## src/rtl/fetch_prefetch_queue.sv

```systemverilog
// Instruction fetch front end: sequential PC generation, credit-limited
// memory requests, in-order prefetch queue, and redirect flush with
// discard of wrong-path responses still in flight.
module fetch_prefetch_queue #(
   parameter logic [31:0] RESET_PC = 32'h0000_0000,
   parameter int unsigned DEPTH    = 4
) (
   input  logic        clk,
   input  logic        rst,
   input  logic        redirect,
   input  logic [31:0] target_pc,
   output logic        imem_req_valid,
   input  logic        imem_req_ready,
   output logic [31:0] imem_req_addr,
   input  logic        imem_rsp_valid,
   input  logic [31:0] imem_rsp_data,
   output logic        if_valid,
   input  logic        if_ready,
   output logic [31:0] if_pc,
   output logic [31:0] if_pc_plus_4,
   output logic [31:0] if_instruction
);

   localparam int unsigned PTR_W = (DEPTH > 1) ? $clog2(DEPTH) : 1;
   localparam int unsigned CNT_W = PTR_W + 1;
   localparam logic [CNT_W-1:0] DEPTH_C = CNT_W'(DEPTH);

   logic [31:0]      pc_q;
   logic [31:0]      q_pc    [DEPTH];
   logic [31:0]      q_instr [DEPTH];
   logic [31:0]      tag_mem [DEPTH];
   logic [PTR_W-1:0] rd_ptr;
   logic [PTR_W-1:0] wr_ptr;
   logic [PTR_W-1:0] tag_rd;
   logic [PTR_W-1:0] tag_wr;
   logic [CNT_W-1:0] count;
   logic [CNT_W-1:0] outstanding;
   logic [CNT_W-1:0] drop;

   logic             credit_ok;
   logic             req_fire;
   logic             rsp_keep;
   logic             pop;
   logic [CNT_W-1:0] outstanding_next;

   // Handshake qualifiers and credit accounting; buffered plus in-flight never exceeds DEPTH
   always_comb begin
      credit_ok        = (count + outstanding) < DEPTH_C;
      imem_req_valid   = !rst && !redirect && credit_ok;
      req_fire         = imem_req_valid && imem_req_ready;
      rsp_keep         = imem_rsp_valid && !redirect && (drop == '0);
      pop              = if_valid && if_ready && !redirect;
      outstanding_next = outstanding + CNT_W'(req_fire) - CNT_W'(imem_rsp_valid);
   end

   assign imem_req_addr  = pc_q;
   assign if_valid       = (count != '0);
   assign if_pc          = q_pc[rd_ptr];
   assign if_instruction = q_instr[rd_ptr];
   assign if_pc_plus_4   = if_pc + 32'd4;

   // PC, pointers and counters; redirect empties the queue and marks in-flight responses for discard
   always_ff @(posedge clk) begin
      if (rst) begin
         pc_q        <= RESET_PC;
         rd_ptr      <= '0;
         wr_ptr      <= '0;
         tag_rd      <= '0;
         tag_wr      <= '0;
         count       <= '0;
         outstanding <= '0;
         drop        <= '0;
      end else begin
         outstanding <= outstanding_next;
         if (imem_rsp_valid) tag_rd <= tag_rd + PTR_W'(1);
         if (req_fire)       tag_wr <= tag_wr + PTR_W'(1);
         if (redirect) begin
            pc_q   <= target_pc;
            count  <= '0;
            rd_ptr <= '0;
            wr_ptr <= '0;
            drop   <= outstanding_next;
         end else begin
            if (req_fire) pc_q <= pc_q + 32'd4;
            if (imem_rsp_valid && (drop != '0)) drop <= drop - CNT_W'(1);
            if (rsp_keep) wr_ptr <= wr_ptr + PTR_W'(1);
            if (pop)      rd_ptr <= rd_ptr + PTR_W'(1);
            count <= count + CNT_W'(rsp_keep) - CNT_W'(pop);
         end
      end
   end

   // Tag FIFO of request PCs and the {pc, instruction} queue storage
   always_ff @(posedge clk) begin
      if (rst) begin
         for (int unsigned i = 0; i < DEPTH; i++) begin
            tag_mem[i] <= '0;
            q_pc[i]    <= '0;
            q_instr[i] <= '0;
         end
      end else begin
         if (req_fire) tag_mem[tag_wr] <= pc_q;
         if (rsp_keep) begin
            q_pc[wr_ptr]    <= tag_mem[tag_rd];
            q_instr[wr_ptr] <= imem_rsp_data;
         end
      end
   end

endmodule

```

## config.mk

```make
export PLATFORM = sky130hd
export DESIGN_NAME = fetch_prefetch_queue
export DESIGN_NICKNAME = d
export VERILOG_FILES = /design/src/rtl/fetch_prefetch_queue.sv
export SDC_FILE = /design/constraint.sdc
export NUM_CORES = 1
export LEC_CHECK = 0
export CAP_MARGIN = 10
export CORE_ASPECT_RATIO = 1.2
export CORE_UTILIZATION = 30
export DETAILED_ROUTE_END_ITERATION = 10
export PLACE_DENSITY = 0.55
export SYNTH_ARGS = -nofsm -noshare
export SYNTH_HDL_FRONTEND = slang
export SYNTH_SLANG_ARGS = --single-unit
export TNS_END_PERCENT = 5
```

## constraint.sdc

```tcl
create_clock -name clk -period 10.36 [get_ports clk]
set_input_delay 3.108 -clock clk [delete_from_list [all_inputs] [get_ports clk]]
set_output_delay 3.108 -clock clk [all_outputs]
set_load 0.02 [all_outputs]
```

==> results of run 1 <==
==> sequential cells by signal (all words and copies together), names as in the netlist, named ones only <==
signal         count
q_instr          128
outstanding        3
wr_ptr             2
count              3
q_pc             128
rd_ptr             2
tag_wr             2
tag_rd             2
imem_req_addr     32
tag_mem          128
drop               3
==> synth_stat cells, drive strengths merged (11+ instances only) <==
master  count
edfxtp    384
nor2      240
nand2     108
and2      100
mux4       96
inv        83
clkbuf     73
dfxtp      53
and3       43
xnor2      31
nand3      28
xor2       22
buf        21
nand4      19
a211oi     16
nor4       13
a21oi      11
and4       11
==> worst reg2reg max path, delay by kind of cell, from the launching register on <==
family / cells / cell delay [ns]
flip-flops: 1 / 0.40
XOR/XNOR: 3 / 0.82
AO/OA/AOI/OAI: 2 / 0.56
AND/OR/NAND/NOR: 1 / 0.14
buffers and inverters: 3 / 0.79
adder cells (fa/ha/maj): 4 / 1.15
==> through the flow <==
stage	hold WS [ns]	area, µm²
floorplan	0.4847	19580
global placement	0.5114	22460
detailed placement	0.5093	22460
CTS	0.5362	23880
global route	0.5840	23880
finish	0.5323	23880
==> path summary, 6_finish.rpt <==
check,start,to,cells after the start
max,redirect,imem_req_valid,7
min,tag_rd[0],tag_rd[0],2
max reg2reg,outstanding[1],drop[2],13
min reg2reg,tag_rd[0],tag_rd[0],2
==> where the power goes <==
group | total (µW) | internal, µW | leakage, µW | switching (µW)
Combinational | 542 | 216 | 0.00360 | 326
Sequential | 2080 | 2020 | 0.00442 | 54.9
Clock | 1570 | 885 | 0.000698 | 689
Total | 4190 | 3120 | 0.00872 | 1070
==> final cells by class <==
type | instances | area [µm²] | area share
clock buffers | 62 | 1262 | 0.05287
clock inverters | 24 | 161.4 | 0.006759
inverters | 83 | 311.5 | 0.01305
multi-input cells | 828 | 6346 | 0.2658
flip-flops and latches | 437 | 12600 | 0.5276
well taps | 832 | 1041 | 0.04359
repair buffers | 221 | 2157 | 0.09033
==> per-layer routing <==
metal | up-vias | wire (µm) | GRT usage
li1 | 5594 | - | -
met1 | 6164 | 21850 | 0.1943
met2 | 365 | 24940 | 0.2646
met3 | 72 | 2788 | 0.02761
met4 | 0 | 1111 | 0.04555
met5 | - | 0 | 0
==> cells by family (layout without fill, tap and decap cells) <==
kind of cell,after synthesis,in the layout,synth area share
AO/OA/AOI/OAI,67,67,0.02429
XOR/XNOR,53,53,0.02371
adder cells (fa/ha/maj),11,11,0.007798
buffers and inverters,177,390,0.03688
flip-flops,437,437,0.6433
multiplexers,98,98,0.1132
AND/OR/NAND/NOR,599,599,0.1508
==> impl_metrics.tcl, run 1 <==
set metrics [dict create \
    status "complete, no violations" \
    chipHeight_um 281.8 \
    yosys_warnings 0 \
    post-cts-setup-buffers 0 \
    routedWlPerCell_um 20.38 \
    antenna_cells 0 \
    synthFlopType "edfxtp_1" \
    ys_types 55 \
    synth_top_area_frac 0.5891 \
    tritoncts "yes" \
    final_antenna_net_count 0 \
    grt.overflow.total 0 \
    grt_pass1_wl_um 76560 \
    core.rowCount 102 \
    yosys.area.top_type "edfxtp_1" \
    synthesis.area_um2 19580 \
    clock_sinks 437 \
    area_growth_pct 21.99 \
    drive_gt1_frac 0.1221 \
    max_stage_delay_ns 0.63 \
    core_area_um2 64580 \
    clk_pin_slew_ns 0.05 \
    antenna_found_initial 0 \
    layoutNonFillerInstCount 2487 \
    crit_required_ns 7.25 \
    drv_slew 0 \
    start_kind "primary input" \
    synth_cells 1442 \
    clk_latency_ns 0.59 \
    globalplace.congestion 0.8336 \
    max_clock_freq_mhz 117.8 \
    async_reset_ff_frac 0 \
    n_fill_cell 6143 \
    cp_max_fo 38 \
    avgSynthCellArea_um2 13.57 \
    cp_num_buf_inv 5 \
    htreeDepth 2 \
    fin_crit_sh 0.8192 \
    crit_arrival_ns 5.38 \
    skew_ns 0.02748 \
    min_period_ns 8.487 \
    dr.pass1.iters 5 \
    path_cells "clkdlybuf4s50_1 > buf_4 > inv_1 > buf_4 > nand2_1 > nor2_1 > clkdlybuf4s50_1" \
    slowest_stage "clkdlybuf4s50_1" \
    p_per_area_nw_per_um2 175.7 \
    syn_nets 1523 \
    p_leak_uw 0.008715 \
    fin_ws_ns 1.873 \
    finalSetupViolCount 0 \
    post-route-util 0.3698 \
    clk_path_buf_depth 3 \
    dp_hpwl_um 29930 \
    yosys-top-cells-area "edfxtp_1 (59%), mux4_2 (10%), dfxtp_1 (5.4%)" \
    nets 1699 \
    critPathKind "primary input to output pin" \
    fin_tns_setup_ns 0 \
    endpoint_kind "output pin" \
    maxCapViolCount 0 \
    initial_core_util 0.3031 \
    dr.first_iter.drc_count 735 \
    synth-edff-count 384 \
    rsz0062_at_grt "false" \
    hold_viol 0 \
    vias_per_cell 4.903 \
    dr_total_vias 12195 \
    portBuffers 199 \
    postCtsHoldBufs 0 \
    cts_buffers 47 \
    pre_cts_ws_ns 1.853 \
    fin_total_pwr_uw 4194 \
    routed_wl_um 50690 \
    layout_common_cells "edfxtp_1 (384), nor2_1 (239), clkdlybuf4s50_1 (199), nand2_1 (106), and2_1 (100)" \
    tightest_slew_ns 1.096 \
    final_common_cell "edfxtp_1" \
    boundaryPins 200 \
    slew_headroom 0.2692 \
    grt_usage 0.1527 \
    grt_pass1_vias 12676 \
    dp.cells 2401 \
    seq_area_frac_synth 0.6433 \
    die_w_um 235.2 \
    cts_root_buf "clkbuf_16" \
    synth_seq_cells 437 \
    hold_path.class "flip-flop to flip-flop" \
    irDropWorstVdd_mv 0.1354 \
    drc 0 \
    reg2reg_slack_ns 6.42 \
    cts-resized-gates 0 \
    die_area_um2 66280 \
    grt_max_degree 66 \
    cpLargestDelayFamily "buffers and inverters" \
]
Note: power is estimated with default switching activity, not from simulation.
==> run 2, diff against run 1 <==
==> constraint.sdc (replaced) <==
create_clock -name clk -period 8.6 [get_ports clk]
set_input_delay 2.58 -clock clk [delete_from_list [all_inputs] [get_ports clk]]
set_output_delay 2.58 -clock clk [all_outputs]
set_load 0.02 [all_outputs]
==> run 2 against run 1 <==
  * Combinational power up 21%
  * Register-to-register slack lost 1.7 ns
  * Clock power increased by 25%
  * Clock skew is 0.013 ns lower
==> impl_metrics.tcl, run 2 (synthesis gave the netlist of run 1 again) <==
set metrics [dict create \
    fin_crit_sh 0.8174 \
    power_frac_seq 0.489 \
    final_antenna_net_count 0 \
    drv_slew 0 \
    htreeDepth 2 \
    grt_pass1_vias 12968 \
    vias_per_cell 4.925 \
    portBuffers 199 \
    endpoint_kind "output pin" \
    dp_hpwl_um 31100 \
    irDropWorstVdd_mv 0.1457 \
    cp_max_fo 38 \
    crit_required_ns 6.02 \
    max_clock_freq_mhz 142.3 \
    min_path_cells 2 \
    highest_layer "met4" \
    met2_length_um 25480 \
    slew_headroom 0.2824 \
    fin_ws_ns 1.570 \
    initial_core_util 0.3031 \
    wl_met3_um 2429 \
    drive_gt1_frac 0.1210 \
    clk_latency_ns 0.58 \
    maxCapViolCount 0 \
    clock_sinks 437 \
    p_leak_uw 0.008753 \
    clk_pin_slew_ns 0.06 \
    die_area_um2 66280 \
    clk_path_buf_depth 3 \
    grt_pass1_wl_um 78120 \
    cts-resized-gates 0 \
    tritoncts "yes" \
    antenna_cells 0 \
    p_sw_uw 1295 \
    dr.first_iter.drc_count 788 \
    final_common_cell "edfxtp_1" \
    intPower_uw 3830 \
    status "complete, no violations" \
    core.rowCount 102 \
    die_w_um 235.2 \
    chipHeight_um 281.8 \
    tightest_slew_ns 1.076 \
    p_sw_frac 0.2527 \
    cts_buffers 47 \
    antenna_found_initial 0 \
    skew_ns 0.01458 \
    post-route-cell-area_um2 23940 \
    power_frac_comb 0.128 \
    nets 1701 \
    finalSetupViolCount 0 \
    wl_met1_um 22320 \
    rsz0062_at_grt "false" \
    fin_tns_setup_ns 0 \
    p_per_area_nw_per_um2 214.1 \
    cts_root_buf "clkbuf_16" \
    boundaryPins 200 \
    pre_cts_ws_ns 1.591 \
    r2r_cells 13 \
    globalplace.congestion 0.7957 \
    hold_path.class "flip-flop to flip-flop" \
    layout_common_cells "edfxtp_1 (384), nor2_1 (239), clkdlybuf4s50_1 (199), nand2_1 (106), and2_1 (100)" \
    post-cts-setup-buffers 0 \
    routed_wl_um 51420 \
    hold_viol 0 \
    min_period_ns 7.030 \
    area_growth_pct 22.28 \
    critPathKind "primary input to output pin" \
    grt_usage 0.1550 \
    postCtsHoldBufs 0 \
    top_regs "q_instr x128, q_pc x128, tag_mem x128" \
    drc 0 \
    crit_arrival_ns 4.45 \
    grt_max_degree 66 \
    routedWlPerCell_um 20.69 \
    dr.pass1.iters 5 \
    place_area_um2 22460 \
    core_area_um2 64580 \
    p_clk_frac 0.383 \
    dr_total_vias 12239 \
    start_kind "primary input" \
    grt.overflow.total 0 \
]
## run 2: through the flow
stage	cells	hold WS [ns]	power, µW	utilization
after CTS	2485	0.5430	5191	0.3707
after global placement	2403	0.5230	3206	0.3479
after global routing	2485	0.5844	5310	0.3707
final	2485	0.5486	5125	0.3707
after detailed placement	2403	0.5270	3217	0.3479
after floorplan	1442	0.4847	2903	-
## run 2: cell type report
class | count | area [µm²]
Clock buffer | 63 | 1319
Clock inverter | 19 | 152.6
Fill cell | 6198 | 40640
Inverter | 83 | 311.5
Multi-Input combinational cell | 828 | 6340
Sequential cell | 437 | 12600
Tap cell | 832 | 1041
Timing Repair Buffer | 223 | 2172
## run 2: final timing paths
path                          to  slack, ns      startpoint
hold / removal         tag_rd[0]       0.55       tag_rd[0]
hold reg to reg        tag_rd[0]       0.55       tag_rd[0]
setup reg to reg         drop[2]       4.68  outstanding[1]
setup / recovery  imem_req_valid       1.57        redirect
## run 2: metal layers
| layer | up-vias | track usage |
|---|---|---|
| met1 | 6200 | 0.1978 |
| met4 | 0 | 0.04791 |
| met5 | - | 0 |
| met2 | 361 | 0.2696 |
| met3 | 77 | 0.02487 |
| li1 | 5601 | - |
## run 2: worst max-delay path: stages
cell and delay, ns:
clkdlybuf4s50_1 0.42, inv_1 0.06, buf_4 0.36, nand2_1 0.10, buf_4 0.19, nor2_1 0.12
clkdlybuf4s50_1 0.62
## run 2: power groups by stage
| stage | sequential, µW | combinational (µW) | clock (µW) |
|---|---|---|---|
| finish | 2500 | 657 | 1960 |
| global route | 2520 | 703 | 2090 |
| CTS | 2500 | 669 | 2020 |
| detailed placement | 2550 | 667 | 0 |
| global placement | 2540 | 664 | 0 |
| floorplan | 2530 | 369 | 0 |
